==> config.mk <==
export PLATFORM = sky130hd
export DESIGN_NAME = bps_filter_ctrl
export DESIGN_NICKNAME = d
export VERILOG_FILES = /design/src/rtl/bps_filter_ctrl.sv
export SDC_FILE = /design/constraint.sdc
export NUM_CORES = 1
export LEC_CHECK = 0
export CAP_MARGIN = 10
export CORE_MARGIN = 3
export CORE_UTILIZATION = 52
export DETAILED_ROUTE_END_ITERATION = 8
export GPL_TIMING_DRIVEN = 0
export PLACE_DENSITY = 0.84
export SLEW_MARGIN = 10
export SYNTH_ARGS = -nofsm -noshare
export SYNTH_HDL_FRONTEND = slang
export SYNTH_SLANG_ARGS = --single-unit
==> constraint.sdc <==
create_clock -name clock -period 5.3 [get_ports clock]
set_clock_uncertainty 0.2 [all_clocks]
set_input_delay 1.06 -clock clock [delete_from_list [all_inputs] [get_ports clock]]
set_output_delay 1.06 -clock clock [all_outputs]
set_load 0.01 [all_outputs]
==> src/rtl/bps_filter_ctrl.sv <==
// -----------------------------------------------------------------------------
// bps_filter_ctrl
// Sequencing controller for a time-multiplexed FIR band-pass filter.
// Each accepted sample is written into a circular delay-line RAM, then a single
// shared MAC is stepped over NTAPS taps, flushed for MAC_LAT cycles, and the
// result is flagged with a one-cycle out_valid pulse. The single-port
// coefficient RAM is handed to the host only while the controller is idle.
//
// Ports:
//   clock, reset        rising-edge clock, synchronous active-high reset
//   smp_valid/ready     sample strobe / controller idle
//   coef_wr_req/grant   host coefficient write request / permission
//   dl_we, dl_waddr     delay-line write
//   dl_raddr            delay-line read address (tap 0 = newest sample)
//   coef_raddr          coefficient read address (= tap index)
//   mac_clr/en/last     MAC control
//   out_valid           MAC result valid pulse
//   overrun             sticky: a sample arrived while busy and was dropped
// -----------------------------------------------------------------------------
module bps_filter_ctrl #(
    parameter int NTAPS   = 32,
    parameter int AW      = 5,
    parameter int MAC_LAT = 2
) (
    input  logic          clock,
    input  logic          reset,
    input  logic          smp_valid,
    output logic          smp_ready,
    input  logic          coef_wr_req,
    output logic          coef_wr_grant,
    output logic          dl_we,
    output logic [AW-1:0] dl_waddr,
    output logic [AW-1:0] dl_raddr,
    output logic [AW-1:0] coef_raddr,
    output logic          mac_clr,
    output logic          mac_en,
    output logic          mac_last,
    output logic          out_valid,
    output logic          overrun
);

    // Flush counter only has to hold MAC_LAT-1.
    localparam int FW = (MAC_LAT < 2) ? 1 : $clog2(MAC_LAT);
    localparam logic [AW-1:0] K_LAST  = AW'(NTAPS - 1);
    localparam logic [FW-1:0] FL_INIT = FW'(MAC_LAT - 1);

    typedef enum logic [2:0] {
        IDLE  = 3'd0,
        WRITE = 3'd1,
        RUN   = 3'd2,
        FLUSH = 3'd3,
        DONE  = 3'd4
    } state_t;

    state_t        state_q, state_d;
    logic [AW-1:0] wptr_q, wptr_d;
    logic [AW-1:0] k_q, k_d;
    logic [FW-1:0] fl_q, fl_d;
    logic          overrun_q, overrun_d;

    // State and counter registers with synchronous reset.
    always_ff @(posedge clock) begin
        if (reset) begin
            state_q   <= IDLE;
            wptr_q    <= {AW{1'b0}};
            k_q       <= {AW{1'b0}};
            fl_q      <= {FW{1'b0}};
            overrun_q <= 1'b0;
        end else begin
            state_q   <= state_d;
            wptr_q    <= wptr_d;
            k_q       <= k_d;
            fl_q      <= fl_d;
            overrun_q <= overrun_d;
        end
    end

    // Next-state and counter update.
    always_comb begin
        state_d   = state_q;
        wptr_d    = wptr_q;
        k_d       = k_q;
        fl_d      = fl_q;
        // A sample offered while busy is lost; the running sequence ignores it.
        overrun_d = overrun_q | (smp_valid & (state_q != IDLE));
        case (state_q)
            IDLE: begin
                if (smp_valid) begin
                    state_d = WRITE;
                end else begin
                    state_d = IDLE;
                end
            end
            WRITE: begin
                // Pointer advances here, so during RUN wptr-1 is the newest entry.
                wptr_d  = wptr_q + {{(AW-1){1'b0}}, 1'b1};
                k_d     = {AW{1'b0}};
                state_d = RUN;
            end
            RUN: begin
                if (k_q == K_LAST) begin
                    k_d     = {AW{1'b0}};
                    fl_d    = FL_INIT;
                    state_d = FLUSH;
                end else begin
                    k_d = k_q + {{(AW-1){1'b0}}, 1'b1};
                end
            end
            FLUSH: begin
                if (fl_q == {FW{1'b0}}) begin
                    state_d = DONE;
                end else begin
                    fl_d = fl_q - {{(FW-1){1'b0}}, 1'b1};
                end
            end
            DONE: begin
                state_d = IDLE;
            end
            default: begin
                state_d = IDLE;
            end
        endcase
    end

    // Combinational outputs decoded from state/counters, forced low during reset.
    always_comb begin
        smp_ready     = 1'b0;
        coef_wr_grant = 1'b0;
        dl_we         = 1'b0;
        dl_waddr      = {AW{1'b0}};
        dl_raddr      = {AW{1'b0}};
        coef_raddr    = {AW{1'b0}};
        mac_clr       = 1'b0;
        mac_en        = 1'b0;
        mac_last      = 1'b0;
        out_valid     = 1'b0;
        overrun       = 1'b0;
        if (!reset) begin
            overrun = overrun_q;
            case (state_q)
                IDLE: begin
                    smp_ready     = 1'b1;
                    // A sample wins over a host write in the same cycle.
                    coef_wr_grant = coef_wr_req & ~smp_valid;
                end
                WRITE: begin
                    dl_we    = 1'b1;
                    dl_waddr = wptr_q;
                end
                RUN: begin
                    mac_en     = 1'b1;
                    dl_raddr   = wptr_q - {{(AW-1){1'b0}}, 1'b1} - k_q;
                    coef_raddr = k_q;
                    mac_clr    = (k_q == {AW{1'b0}});
                    mac_last   = (k_q == K_LAST);
                end
                FLUSH: begin
                    mac_en = 1'b0;
                end
                DONE: begin
                    out_valid = 1'b1;
                end
                default: begin
                    out_valid = 1'b0;
                end
            endcase
        end else begin
            overrun = 1'b0;
        end
    end

endmodule

==> results.toml <==
[setup_path]
cp.buffers_inverters = 3
cpPeakStageDelay_ns = 0.53
crit_fanout = 10
r2r_cells = 7
critical_path_class = "in -> out"
r2r_start = "k_q[1]$_SDFFE_PP0P_"
crit_top_cell = "clkdlybuf4s50_1"
startpoint = "reset"
arrival_ns = 2.86
cp-end-kind = "primary output"
path_delay_family = "buffers and inverters"
crit_chain = "clkdlybuf4s50_1 -> nor4b_4 -> buf_4 -> and2_1 -> clkdlybuf4s50_1"
cp.required_ns = 4.04
timing.rr.end = "k_q[3]$_SDFFE_PP0P_"
r2r_setup_slack_ns = 3.15
critical_path_depth = 5
crit_path_top_delay_cell = "clkdlybuf4s50_1"
crit_end = "coef_raddr[1]"
worst_setup_path_start_kind = "input pin"

[detailed_routing]
dr.first_iter.drc_count = 14
drt_first_pass_iters = 4
vias = 982
drc = 0
via_per_inst = 5.709
ant_nets = 0
detail_route.wl_per_cell_um = 13.72
drt-total-wl_mm = 2.359

[finish]
drive_above_1_share = 0.1156
nNetsFinal = 161
antenna_cells = 0
syn_to_final_growth_pct = 29.33

[synth]
yosysTopAreaCell = "dfxtp_1"
synthTopCellsByArea = "dfxtp_1 (28%), ha_1 (9.2%), and2_1 (8.1%)"
yosysWarnings = 0
syn_area_um2 = 1084
synthCells = 117
yosysSeqAreaShare = 0.2771
ys_seq_elements = 15
yosysTopAreaCellShare = 0.2771
ys_top_cells_by_count = "dfxtp_1 (15), and2_1 (14), ha_1 (8), a21oi_1 (7), nor2_1 (6)"
synth_fp_nets = 130
avgSynthCellArea_um2 = 9.261
ys_types = 42
yosysMostFrequentCell = "dfxtp_1"
synth-edff-count = 0
async_flop_share = 0
synth_ff_type = "dfxtp_1"

[power]
p_int_mw = 0.1745
combPwrFrac = 0.225
swShare = 0.2718
p_switching_mw = 0.06512
power.density_nw_per_um2 = 171.0
clock_power_share = 0.262
p_leak_nw = 0.5275
vdd_drop_max_v = 0.0001907
p_seq_frac = 0.512

[clock_tree]
post_cts_resized = 0
clockBufferDepth = 2
cts_tree = "yes"
cts_setup_buffers = 0
clock-sinks = 15
clk_latency_ns = 0.27
clk_pin_slew_ns = 0.08
cts_buffers = 3
root_buffer = "clkbuf_4"
ctsHoldBuffers = 0
htreeDepth = 1

[die]
rows = 15
ios = 27
die_w_um = 51.65
initial_core_util = 0.5891
die_h_um = 51.65
die-area_um2 = 2667
core-area_um2 = 1839

[placed_design]
dp_hpwl_mm = 1.857
pre_cts_ws_ns = 1.156
place_congestion = 0.8168
io_buffers = 26

[global_route]
grt_max_degree = 11
grt_pass1_wl_mm = 4.188
grt_usage = 0.2042
overflow = 0
antenna_found_initial = 0
grt_pass1_vias = 939

[timing]
max_slew_margin = 0.6774
rsz0062_at_grt = "no"
setup_viol = 0
finalMaxSlewViolations = 0
final-hold-violation-count = 0
fin_crit_ns = 4.125
fmax_mhz = 242.4
finalCritPeriodShare = 0.7783
worst_pin_slew_ns = 0.4717
timing.final.ws_setup_ns = 1.175
fin_setup_tns_ns = 0

[job]
drv_cap = 0

[worst_hold_path]
min_path_type = "reg -> reg"

[status]
outcome = "finished clean"
worst min-delay path by stage:
stage | start | depth (start not counted) | endpoint | slack, ns
finish | overrun_q$_SDFF_PP0_ | 2 | overrun_q$_SDFF_PP0_ | 0.27
global route | fl_q$_SDFFE_PP0P_ | 1 | state_q[2]$_SDFFE_PP0P_ | 0.31
CTS | overrun_q$_SDFF_PP0_ | 2 | overrun_q$_SDFF_PP0_ | 0.28
detailed placement | overrun_q$_SDFF_PP0_ | 2 | overrun_q$_SDFF_PP0_ | 0.26
global placement | overrun_q$_SDFF_PP0_ | 2 | overrun_q$_SDFF_PP0_ | 0.25
floorplan | overrun_q$_SDFF_PP0_ | 2 | overrun_q$_SDFF_PP0_ | 0.23
final cells by class:
type / instances / area (µm²)
timing repair buffer: 26 / 260.3
clock buffer: 4 / 26.28
inverter: 5 / 18.77
buffer: 6 / 38.79
multi-input combinational: 91 / 725.7
tap: 25 / 31.28
fill: 140 / 437.9
sequential: 15 / 300.3
flip-flops by register name, summed over array words and instances, names as in the netlist:
name,cells
k_q,5
fl_q,1
overrun_q,1
wptr_q,5
state_q,3
placed cells by master (no fill, tap or decap), types with 2 or more instances in the layout:
| master | netlist | layout |
|---|---|---|
| buf_4 | 2 | 2 |
| clkbuf_4 | 0 | 3 |
| nor2b_1 | 4 | 4 |
| dfxtp_1 | 15 | 15 |
| mux2_2 | 2 | 2 |
| a22o_1 | 2 | 2 |
| clkbuf_1 | 2 | 3 |
| nand2b_1 | 2 | 2 |
| mux2i_1 | 3 | 3 |
| nor2_1 | 6 | 6 |
| clkdlybuf4s50_1 | 0 | 26 |
| o21ai_0 | 3 | 3 |
| nand3_1 | 2 | 2 |
| inv_1 | 5 | 5 |
| a21oi_1 | 7 | 7 |
| nor4b_1 | 2 | 2 |
| nor3_1 | 5 | 5 |
| nor4b_4 | 2 | 2 |
| and2_1 | 14 | 14 |
| nand4_1 | 2 | 2 |
| ha_1 | 8 | 8 |
| nand2_1 | 4 | 4 |
| xnor2_1 | 3 | 3 |
| a21o_1 | 2 | 2 |
worst register-to-register path, cell delays in order, from the launching register on:
cell and delay [ns]:
dfxtp_1 0.42, ha_1 0.20, inv_1 0.07, nor3_1 0.14, ha_1 0.29, nor4b_4 0.10
a2111oi_0 0.52, nor3_1 0.09
stage by stage:
step	utilization	std cells	power, mW	hold WS (ns)	cell area (µm²)
3_5_place_dp	0.7476	168	0.1795	0.2584	1375
5_1_grt	0.7619	172	0.2548	0.3115	1401
6_report	0.7619	172	0.2396	0.2737	1401
3_3_place_gp	0.7476	168	0.1773	0.2497	1375
2_1_floorplan	-	117	0.1604	0.2290	1084
4_1_cts	0.7619	172	0.2439	0.2797	1401
power groups by stage:
| stage | Sequential, mW | Combinational (mW) | Clock (mW) |
|---|---|---|---|
| global placement | 0.125 | 0.0524 | 0 |
| global route | 0.124 | 0.0602 | 0.0710 |
| floorplan | 0.124 | 0.0367 | 0 |
| detailed placement | 0.125 | 0.0541 | 0 |
| finish | 0.123 | 0.0540 | 0.0628 |
| CTS | 0.123 | 0.0544 | 0.0667 |
layer usage:
metal / track usage / vias to the layer above / share of wire
li1: - / 479 / -
met1: 0.2522 / 467 / 0.43
met2: 0.3644 / 34 / 0.50
met3: 0.02579 / 2 / 0.053
met4: 0.06550 / 0 / 0.0081
met5: 0 / - / 0
cell families (layout without fill, tap and decap cells):
family                     after synthesis  count (layout)  share of synthesized area
AOI/OAI and AO/OA                       20              20                     0.1293
xor gates and xnor gates                 5               5                    0.04735
adders and majority gates                9               9                     0.1109
buffers and inverters                   11              41                    0.05311
DFF                                     15              15                     0.2771
muxes                                    5               5                    0.04850
and+or+nand+nor                         52              52                     0.3337
(Power assumes the default switching activity.)
